`src/rtl/counter.sv`:
```
// Up-counter over 0..count with synchronous clear/enable and a terminal-count flag.
// Build option: COUNTER_SATURATE_EN makes the counter stick at count instead of wrapping.
module counter #(
    parameter logic [31:0] count = 32'd15
) (
    input  logic        clk,
    input  logic        rst,
    input  logic        clr,
    input  logic        en,
    output logic [31:0] cnt,
    output logic        tc
);

    logic [31:0] nxt;

    // >= rather than == so an out-of-range value recovers to 0 on the next enabled edge
    always_comb begin
        nxt = cnt;
        if (clr) begin
            nxt = '0;
        end else if (en) begin
`ifdef COUNTER_SATURATE_EN
            if (cnt == count) begin
                nxt = count;
            end else if (cnt > count) begin
                nxt = '0;
            end else begin
                nxt = cnt + 32'd1;
            end
`else
            if (cnt >= count) begin
                nxt = '0;
            end else begin
                nxt = cnt + 32'd1;
            end
`endif
        end
    end

    always_ff @(posedge clk) begin
        if (!rst) begin
            cnt <= '0;
        end else begin
            cnt <= nxt;
        end
    end

    assign tc = (cnt == count);

endmodule

```
`config.mk`:
```
export PLATFORM = sky130hd
export DESIGN_NAME = counter
export DESIGN_NICKNAME = d
export VERILOG_FILES = /design/src/rtl/counter.sv
export SDC_FILE = /design/constraint.sdc
export NUM_CORES = 1
export LEC_CHECK = 0
export BUFFER_PORTS_ARGS = -buffer_cell sky130_fd_sc_hd__buf_2
export CORE_MARGIN = 1
export CORE_UTILIZATION = 56
export CTS_CLUSTER_DIAMETER = 50
export DETAILED_ROUTE_END_ITERATION = 16
export PLACE_DENSITY_LB_ADDON = 0.15
export SLEW_MARGIN = 20
export SYNTH_ARGS = -nofsm -noshare
export SYNTH_HDL_FRONTEND = slang
export SYNTH_SLANG_ARGS = --single-unit
```
`constraint.sdc`:
```
create_clock -name clk -period 4.81 [get_ports clk]
set_clock_uncertainty 0.05 [all_clocks]
set_input_delay 1.2025 -clock clk [delete_from_list [all_inputs] [get_ports clk]]
set_output_delay 1.2025 -clock clk [all_outputs]
set_load 0.05 [all_outputs]
```
==> flow_metrics.env <==
export IMPL_outcome="complete, no violations"
export IMPL_regMostFlops="cnt"
export IMPL_max_stage_delay_ps=410
export IMPL_clockBufferDepth=2
export IMPL_diodes=0
export IMPL_fmaxAchievable_mhz=319
export IMPL_grt_pass1_vias=1251
export IMPL_wl_um=3640
export IMPL_swShare=0.229
export IMPL_drive_gt1_frac=0.250
export IMPL_leakagePower_nw=0.699
export IMPL_synth_compound_area_frac=0.119
export IMPL_power_total_mw=0.493
export IMPL_wl_per_cell_um=14.8
export IMPL_rsz0062_at_grt="false"
export IMPL_via_per_inst=6.06
export IMPL_comb_power_share=0.038
export IMPL_arrival_ps=1880
export IMPL_die_w_um=55.0
export IMPL_yosys_area_top_type="dfxtp_1"
export IMPL_fill_cells=240
export IMPL_synth_area_leaders="dfxtp_1, nor2_1, nor4_1"
export IMPL_ctsHoldBuffers=0
export IMPL_clkPwrFrac=0.418
export IMPL_netlist_instances=180
export IMPL_finalSetupViolCount=0
export IMPL_p_per_area_nw_per_um2=275
export IMPL_r2r_start="cnt[6]$_SDFFE_PP0P_"
export IMPL_peakVddDrop_v=0.000278
export IMPL_seq_power_share=0.543
export IMPL_synth_yosys_warnings=0
export IMPL_crit_chain="nor4_2, nand4_1, nor4b_1, buf_2"
export IMPL_ff_latch_area_um2=641
export IMPL_max_slew_margin=0.484
export IMPL_timing_final_crit_period_ps=3140
export IMPL_cp_data_required_time_ps=3560
export IMPL_critical_path_slowest_cell="dfxtp_1"
export IMPL_ant_nets=0
export IMPL_yosys_area_share_simple=0.331
export IMPL_final_nets=220
export IMPL_syn_to_final_growth_pct=14.3
export IMPL_drt_iter0_markers=57
export IMPL_dieArea_um2=3020
export IMPL_grt_max_degree=33
export IMPL_crit_path_end="tc"
export IMPL_synth_top_cell_area_share=0.408
export IMPL_reg_top3="cnt x32"
export IMPL_fin_area_um2=1790
export IMPL_hold_viol_final=0
export IMPL_cp_depth=4
export IMPL_critical_path_buf_inv_count=1
export IMPL_synth_seq_area_share=0.408
export IMPL_synthMuxAreaShare=0.00637
export IMPL_setup_tns_final_ps=0
export IMPL_first_pass_iters=4
export IMPL_drc=0
export IMPL_clk_latency_ps=340
export IMPL_cts_buffers=5
export IMPL_cts_root_buffer="clkbuf_4"
export IMPL_clkSlewWorstSetupHoldPaths_ps=110
export IMPL_largest_reg_flops=32
export IMPL_rr_endpoint="cnt[23]$_SDFFE_PP0P_"
export IMPL_layout_cells_non_filler=246
export IMPL_critical_path_max_fanout=9
export IMPL_max_cap_violations=0
export IMPL_syn_avg_cell_area_um2=8.72
export IMPL_num_vias=1491
export IMPL_htree_num_levels=2
export IMPL_clock_sinks=32
export IMPL_power_switching_mw=0.113
export IMPL_crit_path_start="cnt[10]$_SDFFE_PP0P_"
export IMPL_rrSetupSlack_ps=2820
export IMPL_post_place_ws_ps=2030
export IMPL_grtUsageTotal=0.282
export IMPL_multi_input_area_um2=826
export IMPL_post_cts_resize_count=0
export IMPL_rows=18
export IMPL_port_buffers=36
export IMPL_intPower_mw=0.380
export IMPL_cts_tree="yes"
export IMPL_post_cts_setup_buffers=0
export IMPL_path_delay_family="simple AND/OR/NAND/NOR gates"
export IMPL_start_util=0.612
export IMPL_finalMaxSlewViolations=0
export IMPL_ys_seq_elements=32
export IMPL_crit_type="reg2out"
export IMPL_r2r_cells=4
export IMPL_core_area_um2=2570
export IMPL_synth_distinct_cells=32
export IMPL_crit_path_start_kind="register"
export IMPL_end_kind="output pin"
export IMPL_ios=37
export IMPL_dp_hpwl_um=2630
export IMPL_synth_area_um2=1570
export IMPL_min_period_over_period=0.652
export IMPL_dpl_cell_count=238
export IMPL_dpl_cell_area_um2=1710
export IMPL_grt_pass1_wl_um=5950
export IMPL_gp_congestion=0.794
export IMPL_antenna_found_initial=0
export IMPL_synth_top_family_by_area="simple AND/OR/NAND/NOR gates"
export IMPL_grt_ovfl_total=0
export IMPL_worst_slew_pin_slew_ps=766
export IMPL_hold_class="reg2reg"
export IMPL_setup_slack_ps=1670
export IMPL_synth_fa_ha_area_frac=0.00797
export IMPL_chipHeight_um=55.0
export IMPL_syn_num_nets=185
export IMPL_synth_xor_area_frac=0.0614
[Yosys cell counts]
master / number
a41oi_1: 4
xnor2_1: 7
or3_1: 2
ha_1: 1
nand4_1: 10
o32a_4: 1
a31oi_1: 3
nand3_1: 11
a21oi_2: 4
and4_1: 4
nand2_1: 8
nor4b_1: 1
o21ba_2: 1
nor3_1: 4
and3_1: 4
nor4_1: 12
buf_4: 1
nand3b_1: 1
dfxtp_1: 32
buf_6: 5
nor4_2: 3
buf_2: 2
nor2_1: 27
nand2b_1: 2
inv_1: 8
nand4_2: 1
a21oi_1: 9
mux2i_1: 1
or4_1: 1
or3b_1: 2
xor2_1: 4
o21ai_0: 4
[area by class of cell]
type	count	area share
clock buffer	5	0.0209
clock inverter	3	0.0237
inverter	8	0.0167
multi-input combinational	132	0.460
sequential	32	0.357
tap	30	0.0209
timing repair buffer	36	0.100
[through the flow]
stage               hold slack [ps]  utilization
floorplan                       647            -
global placement                422        0.668
detailed placement              433        0.668
CTS                             448        0.699
global route                    465        0.699
finish                          445        0.699
[power by group through the flow]
| stage | Sequential (mW) | Clock [mW] | Combinational, mW |
|---|---|---|---|
| 5_1_grt | 0.268 | 0.220 | 0.0201 |
| 4_1_cts | 0.268 | 0.209 | 0.0188 |
| 2_1_floorplan | 0.277 | 0 | 0.0149 |
| 6_report | 0.268 | 0.206 | 0.0187 |
| 3_3_place_gp | 0.274 | 0 | 0.0188 |
| 3_5_place_dp | 0.274 | 0 | 0.0188 |
[how the worst min path moves through the flow]
stage | from | endpoint | slack, ps | depth (start not counted)
floorplan | cnt[29]$_SDFFE_PP0P_ | cnt[29]$_SDFFE_PP0P_ | 650 | 2
global placement | cnt[29]$_SDFFE_PP0P_ | cnt[29]$_SDFFE_PP0P_ | 420 | 2
detailed placement | cnt[29]$_SDFFE_PP0P_ | cnt[29]$_SDFFE_PP0P_ | 430 | 2
CTS | cnt[29]$_SDFFE_PP0P_ | cnt[29]$_SDFFE_PP0P_ | 450 | 2
global route | cnt[29]$_SDFFE_PP0P_ | cnt[29]$_SDFFE_PP0P_ | 460 | 2
finish | cnt[29]$_SDFFE_PP0P_ | cnt[29]$_SDFFE_PP0P_ | 440 | 2
[tightest hold or removal path, cell delays in order, from the launching register on]
cell,delay (ps)
dfxtp_1,350
inv_1,70
a21oi_2,40
[logic make-up (layout without fill, tap and decap cells)]
logic type,after synthesis,count (layout)
adder cells (fa/ha/maj),1,1
buffers and inverters,16,52
AND/OR/NAND/NOR,93,93
flip-flops,32,32
XOR/XNOR,11,11
AO/OA/AOI/OAI,26,26
multiplexers,1,1
[placed cells by master (no fill, tap or decap), types with 2 or more instances in the layout]
master / n
a21oi_1: 9
a21oi_2: 4
a31oi_1: 3
a41oi_1: 4
and3_1: 4
and4_1: 4
buf_2: 36
clkbuf_4: 5
dfxtp_1: 32
inv_1: 8
nand2_1: 8
nand2b_1: 2
nand3_1: 11
nand4_1: 10
nor2_1: 27
nor3_1: 4
nor4_1: 12
nor4_2: 3
o21ai_0: 4
or3_1: 2
or3b_1: 2
xnor2_1: 7
xor2_1: 4
[per-layer routing]
metal	global-route usage	vias to the layer above	part of all wire
li1	-	732	-
met1	0.382	691	0.45
met2	0.424	61	0.47
met3	0.0874	7	0.069
met4	0.0917	0	0.010
met5	0	-	0
No activity file was read; power rests on OpenSTA's default activity.
